==> config.mk <==
export PLATFORM = sky130hd
export DESIGN_NAME = bill_acceptor_flat
export DESIGN_NICKNAME = d
export VERILOG_FILES = /design/src/rtl/ticket_pkg.sv /design/src/rtl/bill_acceptor_if.sv /design/src/rtl/bill_settle_timer.sv /design/src/rtl/bill_acceptor.sv /design/src/flat_wrapper.sv
export SDC_FILE = /design/constraint.sdc
export NUM_CORES = 1
export LEC_CHECK = 0
export CORE_MARGIN = 2
export CORE_UTILIZATION = 36
export CTS_BUF_LIST = sky130_fd_sc_hd__clkbuf_8
export DETAILED_ROUTE_END_ITERATION = 8
export GPL_TIMING_DRIVEN = 0
export PLACE_DENSITY = 0.65
export SETUP_SLACK_MARGIN = 0.3
export SLEW_MARGIN = 20
export SYNTH_ARGS = -nofsm -noshare
export SYNTH_HDL_FRONTEND = slang
export SYNTH_SLANG_ARGS = --single-unit
export TNS_END_PERCENT = 100
==> constraint.sdc <==
create_clock -name clk -period 5.42 [get_ports clk]
set_clock_uncertainty 0.15 [all_clocks]
set_input_delay 0.813 -clock clk [delete_from_list [all_inputs] [get_ports clk]]
set_output_delay 0.813 -clock clk [all_outputs]
set_load 0.05 [all_outputs]
==> src/rtl/ticket_pkg.sv <==
// Shared definitions for the bill acceptor and the ticket machine it feeds.
// Holds the controller state encoding, the sensor denomination codes and the counter widths.
// Also provides a helper that says which sensor codes can be credited.
package ticket_pkg;

  // Controller states; the ticket machine decodes these too, so keep the order stable.
  typedef enum logic [2:0] {
    IDLE         = 3'd0,
    SETTLE       = 3'd1,
    CREDIT       = 3'd2,
    EJECT        = 3'd3,
    WAIT_RELEASE = 3'd4
  } state_t;

  // Sensor denomination codes; 2'b00 and 2'b11 are not supported.
  localparam logic [1:0] CODE_TEN    = 2'b01;
  localparam logic [1:0] CODE_TWENTY = 2'b10;

  // Settle/eject counters span 1..15.
  localparam int TMR_W = 4;

  // Credited-bill counter width and saturation value.
  localparam int         CNT_W   = 8;
  localparam logic [7:0] CNT_MAX = 8'hFF;

  function automatic logic code_supported(input logic [1:0] code);
    return (code == CODE_TEN) || (code == CODE_TWENTY);
  endfunction

endpackage

==> src/rtl/bill_acceptor_if.sv <==
// Bundle between the bill sensor / ticket machine side and the bill acceptor.
// master: sensor + ticket machine side (drives bill_present, bill_code, ready, bill).
// slave : bill acceptor (drives ten, twenty, eject, busy, accepted_cnt).
interface bill_acceptor_if;
  import ticket_pkg::*;

  logic             bill_present;
  logic [1:0]       bill_code;
  logic             ready;
  logic             bill;
  logic             ten;
  logic             twenty;
  logic             eject;
  logic             busy;
  logic [CNT_W-1:0] accepted_cnt;

  modport master (
    output bill_present, bill_code, ready, bill,
    input  ten, twenty, eject, busy, accepted_cnt
  );

  modport slave (
    input  bill_present, bill_code, ready, bill,
    output ten, twenty, eject, busy, accepted_cnt
  );

endinterface

==> src/rtl/bill_settle_timer.sv <==
// Settle timer: counts consecutive stable samples of a bill code.
// Latency: o_done is a compare on the registered count, valid the cycle after load/inc.
// Ports: clk, clear_n (sync active-low), i_load (count := 1), i_inc (count += 1), o_done (count == SETTLE_CYCLES).
module bill_settle_timer
  import ticket_pkg::*;
#(
  parameter int SETTLE_CYCLES = 4
) (
  input  logic clk,
  input  logic clear_n,
  input  logic i_load,
  input  logic i_inc,
  output logic o_done
);

  logic [TMR_W-1:0] r_count;

  always_ff @(posedge clk) begin
    if (!clear_n) begin
      r_count <= '0;
    end else if (i_load) begin
      r_count <= TMR_W'(1);
    end else if (i_inc && (r_count != {TMR_W{1'b1}})) begin
      // Holding at all-ones keeps a stray increment from wrapping back into range.
      r_count <= r_count + TMR_W'(1);
    end
  end

  assign o_done = (r_count == TMR_W'(SETTLE_CYCLES));

endmodule

==> src/rtl/bill_acceptor.sv <==
// Bill acceptor: debounces the sensor code, then credits ($10/$20 pulse) or ejects the bill.
// Latency: credit pulse appears the cycle after the (SETTLE_CYCLES+1)-th stable sample; all outputs registered.
// Backpressure: ready|bill is sampled once, in the judging cycle; if low the bill is ejected.
// Ports: clk, clear_n (sync active-low); bus (slave): bill_present, bill_code, ready, bill in;
//        ten, twenty (credit pulses), eject (return motor), busy, accepted_cnt (saturating) out.
module bill_acceptor
  import ticket_pkg::*;
#(
  parameter int SETTLE_CYCLES = 4,
  parameter int EJECT_CYCLES  = 3
) (
  input logic            clk,
  input logic            clear_n,
  bill_acceptor_if.slave bus
);

  state_t           r_state;
  state_t           w_state_next;
  logic [1:0]       r_code;
  logic [1:0]       w_code_next;
  logic [TMR_W-1:0] r_eject_cnt;
  logic [TMR_W-1:0] w_eject_cnt_next;
  logic             w_tmr_load;
  logic             w_tmr_inc;
  logic             w_tmr_done;

  logic             r_ten;
  logic             r_twenty;
  logic             r_eject;
  logic             r_busy;
  logic [CNT_W-1:0] r_accepted;

  bill_settle_timer #(
    .SETTLE_CYCLES (SETTLE_CYCLES)
  ) u_settle (
    .clk     (clk),
    .clear_n (clear_n),
    .i_load  (w_tmr_load),
    .i_inc   (w_tmr_inc),
    .o_done  (w_tmr_done)
  );

  always_comb begin
    w_state_next     = r_state;
    w_code_next      = r_code;
    w_eject_cnt_next = r_eject_cnt;
    w_tmr_load       = 1'b0;
    w_tmr_inc        = 1'b0;

    case (r_state)
      IDLE: begin
        if (bus.bill_present) begin
          w_code_next  = bus.bill_code;
          w_tmr_load   = 1'b1;
          w_state_next = SETTLE;
        end
      end

      SETTLE: begin
        // Priority: removal beats a code change, which beats the judgement.
        if (!bus.bill_present) begin
          w_state_next = IDLE;
        end else if (bus.bill_code != r_code) begin
          w_code_next = bus.bill_code;
          w_tmr_load  = 1'b1;
        end else if (w_tmr_done) begin
          if (code_supported(r_code) && (bus.ready || bus.bill)) begin
            w_state_next = CREDIT;
          end else begin
            w_state_next     = EJECT;
            w_eject_cnt_next = TMR_W'(1);
          end
        end else begin
          w_tmr_inc = 1'b1;
        end
      end

      CREDIT: begin
        w_state_next = WAIT_RELEASE;
      end

      EJECT: begin
        // Strobe length is fixed once started; the sensor is ignored here.
        if (r_eject_cnt == TMR_W'(EJECT_CYCLES)) begin
          w_state_next = WAIT_RELEASE;
        end else begin
          w_eject_cnt_next = r_eject_cnt + TMR_W'(1);
        end
      end

      WAIT_RELEASE: begin
        // One insertion, one decision: wait for the throat to clear.
        if (!bus.bill_present) begin
          w_state_next = IDLE;
        end
      end

      default: begin
        w_state_next = IDLE;
      end
    endcase
  end

  // Outputs are registered decodes of the state being entered, so they line up
  // with the state register and never see an input combinationally.
  always_ff @(posedge clk) begin
    if (!clear_n) begin
      r_state     <= IDLE;
      r_code      <= '0;
      r_eject_cnt <= '0;
      r_ten       <= 1'b0;
      r_twenty    <= 1'b0;
      r_eject     <= 1'b0;
      r_busy      <= 1'b0;
      r_accepted  <= '0;
    end else begin
      r_state     <= w_state_next;
      r_code      <= w_code_next;
      r_eject_cnt <= w_eject_cnt_next;
      r_ten       <= (w_state_next == CREDIT) && (w_code_next == CODE_TEN);
      r_twenty    <= (w_state_next == CREDIT) && (w_code_next == CODE_TWENTY);
      r_eject     <= (w_state_next == EJECT);
      r_busy      <= (w_state_next != IDLE);
      if ((w_state_next == CREDIT) && (r_accepted != CNT_MAX)) begin
        r_accepted <= r_accepted + CNT_W'(1);
      end
    end
  end

  assign bus.ten          = r_ten;
  assign bus.twenty       = r_twenty;
  assign bus.eject        = r_eject;
  assign bus.busy         = r_busy;
  assign bus.accepted_cnt = r_accepted;

endmodule
==> src/flat_wrapper.sv <==
// flat-port wrapper written by rule: the top's interface ports become plain ports
module bill_acceptor_flat import ticket_pkg::*;
#(
  parameter int SETTLE_CYCLES = 4,
  parameter int EJECT_CYCLES  = 3
)
  (clk, clear_n, bus_bill_present, bus_bill_code, bus_ready, bus_bill, bus_ten, bus_twenty, bus_eject, bus_busy, bus_accepted_cnt);
  bill_acceptor_if bus_i ();
  input logic clk;
  input logic clear_n;
  input wire logic [$bits(bus_i.bill_present)-1:0] bus_bill_present;
  input wire logic [$bits(bus_i.bill_code)-1:0] bus_bill_code;
  input wire logic [$bits(bus_i.ready)-1:0] bus_ready;
  input wire logic [$bits(bus_i.bill)-1:0] bus_bill;
  output wire logic [$bits(bus_i.ten)-1:0] bus_ten;
  output wire logic [$bits(bus_i.twenty)-1:0] bus_twenty;
  output wire logic [$bits(bus_i.eject)-1:0] bus_eject;
  output wire logic [$bits(bus_i.busy)-1:0] bus_busy;
  output wire logic [$bits(bus_i.accepted_cnt)-1:0] bus_accepted_cnt;
  assign bus_i.bill_present = bus_bill_present;
  assign bus_i.bill_code = bus_bill_code;
  assign bus_i.ready = bus_ready;
  assign bus_i.bill = bus_bill;
  assign bus_ten = bus_i.ten;
  assign bus_twenty = bus_i.twenty;
  assign bus_eject = bus_i.eject;
  assign bus_busy = bus_i.busy;
  assign bus_accepted_cnt = bus_i.accepted_cnt;
  bill_acceptor #(.SETTLE_CYCLES(SETTLE_CYCLES), .EJECT_CYCLES(EJECT_CYCLES)) u_core (.clk(clk), .clear_n(clear_n), .bus(bus_i));
endmodule
==> impl_metrics.py <==
metrics = {
    "floorplanning": {
        "dieWidth_um": 64.1,
        "die_y_um": 64.1,
        "num_rows": 21,
        "core-area_um2": 3420,
        "ioPinCount": 19,
        "initial_core_util_pct": 38.1,
        "dieArea_um2": 4110,
    },
    "critical_path": {
        "critPathKind": "input pin to register",
        "cp.required_ns": 5.48,
        "rr_worst_depth": 5,
        "setup.worst_path.start_class": "input pin",
        "r2r-start": "u_core.r_state[2]$_SDFF_PN0_",
        "end_kind": "register",
        "path_max_fanout": 10,
        "r2r_end": "u_core.bus.accepted_cnt[7]$_SDFFE_PN0P_",
        "critPathArrivalTime_ns": 2.80,
        "rrSetupSlack_ns": 3.33,
    },
    "clock_tree": {
        "cts_max_path_buffers": 2,
        "cts_resized": 0,
        "postCtsHoldBufs": 0,
        "cts_sinks": 25,
        "clkTransAtPathRegs_ns": 0.09,
        "cts_buffers": 3,
        "clock_latency_ns": 0.27,
        "cts_tree": "yes",
        "post_cts_buffers": 0,
        "root_buffer": "clkbuf_8",
        "ctsHtreeMaxLevel": 1,
    },
    "synth": {
        "synth_top_area_share_pct": 38.5,
        "yosysTopAreaCell": "dfxtp_1",
        "synthCells": 148,
        "synth_cell_types": 45,
        "synth_enable_flop_cells": 0,
        "ys_seq_elements": 25,
        "synth_fp_nets": 159,
        "ys_seq_area_share_pct": 38.5,
        "ys.flop_type": "dfxtp_1",
        "netlist_area_um2": 1300,
        "async_flop_share_pct": 0,
        "syn-mean-instance-area_um2": 8.79,
        "ys_warn_count": 0,
        "synthTopCellsByArea": "dfxtp_1 (38%), a21oi_1 (4.6%), nand2_1 (4.0%), ha_1 (3.8%), mux2i_1 (3.8%)",
    },
    "timing": {
        "setup_violations": 0,
        "finalCriticalPeriod_ns": 2.74,
        "timing.final.ws_setup_ns": 2.68,
        "fmax_mhz": 365,
        "rsz0062_at_grt": "no",
        "fin_tns_setup_ns": 0,
        "worst_pin_slew_ns": 0.507,
        "fin_crit_sh_pct": 50.5,
        "drv_slew": 0,
        "hold_viol": 0,
        "max_slew_margin_pct": 66.1,
    },
    "drt": {
        "wl_mm": 2.98,
        "dr.first_iter.drc_count": 36,
        "via_per_inst": 5.61,
        "routed-via-count": 1212,
        "first_pass_iters": 4,
        "drc": 0,
        "postRouteAntennaNets": 0,
        "wl_per_cell_um": 13.8,
    },
    "placed_design": {
        "gp_congestion": 0.825,
        "pre_cts_slack_ns": 2.37,
        "dp_hpwl_mm": 2.21,
        "port_buffers": 18,
    },
    "final_layout": {
        "antenna_cells": 0,
        "nets": 182,
        "area_growth_pct": 21.8,
        "mostFrequentLayoutCells": "dfxtp_1 (25), clkdlybuf4s50_1 (18), nand2_1 (14)",
        "multi_input_area_um2": 753,
        "fillers": 336,
        "drive_gt1_share_pct": 6.47,
        "register_area_um2": 500,
        "final_common_cell": "dfxtp_1",
    },
    "global_routing": {
        "grt_usage_pct": 15.3,
        "grt_max_degree": 15,
        "grt.overflow.total": 0,
        "grt_pass1_vias": 1162,
        "antenna_found_initial": 0,
        "grt_pass1_wl_mm": 5.04,
    },
    "run_status": {
        "status": "finished, final reports clean",
    },
    "worst_hold_path": {
        "hp-class": "register to register",
        "min_path_cells": 2,
        "hold-path-endpoint": "u_core.r_eject_cnt[1]$_SDFFE_PN0P_",
        "min-delay-start": "u_core.r_eject_cnt[1]$_SDFFE_PN0P_",
    },
    "power_and_ir_drop": {
        "p_total_uw": 332,
        "irDropWorstVdd_mv": 0.102,
        "p_leak_uw": 0.000540,
        "power_density_nw_per_um2": 209,
    },
    "run": {
        "maxCapViolations": 0,
    },
}
==> per-stage QoR <==
step	util [%]	area [um2]	hold WS (ns)	cells
2_1_floorplan	-	1300	0.314	148
3_3_place_gp	45.1	1540	0.332	212
3_5_place_dp	45.1	1540	0.347	212
4_1_cts	46.4	1590	0.362	216
5_1_grt	46.4	1590	0.394	216
6_report	46.4	1590	0.361	216
==> state kept, by name, summed over array words and instances, names as in the netlist <==
| signal | cells |
|---|---|
| u_core.bus.eject | 1 |
| u_core.r_eject_cnt | 4 |
| u_core.bus.ten | 1 |
| u_core.bus.accepted_cnt | 8 |
| u_core.r_code | 2 |
| u_core.u_settle.r_count | 4 |
| u_core.r_state | 3 |
| u_core.bus.twenty | 1 |
| u_core.bus.busy | 1 |
==> layout make-up <==
class | count | area share [%]
Clock inverter | 1 | 0.316
Clock buffer | 3 | 2.60
Inverter | 6 | 1.42
Timing Repair Buffer | 18 | 11.4
Sequential cell | 25 | 31.6
Multi-Input combinational cell | 111 | 47.5
Buffer | 6 | 1.58
Tap cell | 46 | 3.63
==> how the worst max path moves through the flow <==
stage,from,to,slack [ns],cells after the start
floorplan,bus_bill_present,u_core.bus.accepted_cnt[7]$_SDFFE_PN0P_,3.20,5
global placement,bus_bill_present,u_core.bus.accepted_cnt[7]$_SDFFE_PN0P_,2.41,6
detailed placement,bus_bill_present,u_core.bus.accepted_cnt[7]$_SDFFE_PN0P_,2.37,6
CTS,bus_bill_present,u_core.bus.accepted_cnt[7]$_SDFFE_PN0P_,2.65,6
global route,bus_bill_present,u_core.bus.accepted_cnt[7]$_SDFFE_PN0P_,2.49,6
finish,bus_bill_present,u_core.bus.accepted_cnt[7]$_SDFFE_PN0P_,2.68,6
==> routing by layer <==
metal	share of wire, %	up-vias	track usage, %
li1	-	606	-
met1	46	575	18.9
met2	49	26	26.4
met3	3.3	5	2.29
met4	1.7	0	6.65
met5	0	-	0
==> Yosys cell counts, drive strengths merged, types with 2 or more instances <==
| cell type | n |
|---|---|
| dfxtp | 25 |
| nand2 | 14 |
| a21oi | 12 |
| nand3 | 8 |
| o21ai | 7 |
| inv | 6 |
| mux2i | 5 |
| nor2 | 5 |
| clkbuf | 4 |
| ha | 4 |
| nand2b | 4 |
| nand4 | 4 |
| nor3 | 4 |
| o31ai | 4 |
| or4 | 4 |
| o21a | 3 |
| a211oi | 2 |
| a31oi | 2 |
| and2 | 2 |
| buf | 2 |
| nor4 | 2 |
| o2111ai | 2 |
| o211ai | 2 |
| xnor2 | 2 |
==> power by group <==
group | internal [uW] | total, uW | switching [uW] | leakage (uW)
logic | 12.5 | 32.2 | 19.8 | 0.000312
clock network | 51.5 | 111 | 59.5 | 0.0000255
registers | 186 | 188 | 2.52 | 0.000203
==> critical path, cell delays in order <==
cell,delay (ns)
clkdlybuf4s50_1,0.51
nor3b_4,0.48
nand4_4,0.21
buf_2,0.25
nor4_2,0.33
mux2i_1,0.21
==> cell families after synthesis <==
family | after synthesis | synth area share (%)
AND/OR/NAND/NOR | 59 | 28.3
adder cells (fa/ha/maj) | 4 | 3.85
flip-flops | 25 | 38.5
XOR/XNOR | 3 | 2.02
multiplexers | 5 | 3.85
AO/OA/AOI/OAI | 40 | 19.9
buffers and inverters | 12 | 3.65
Power figures use the tool's default switching activity.
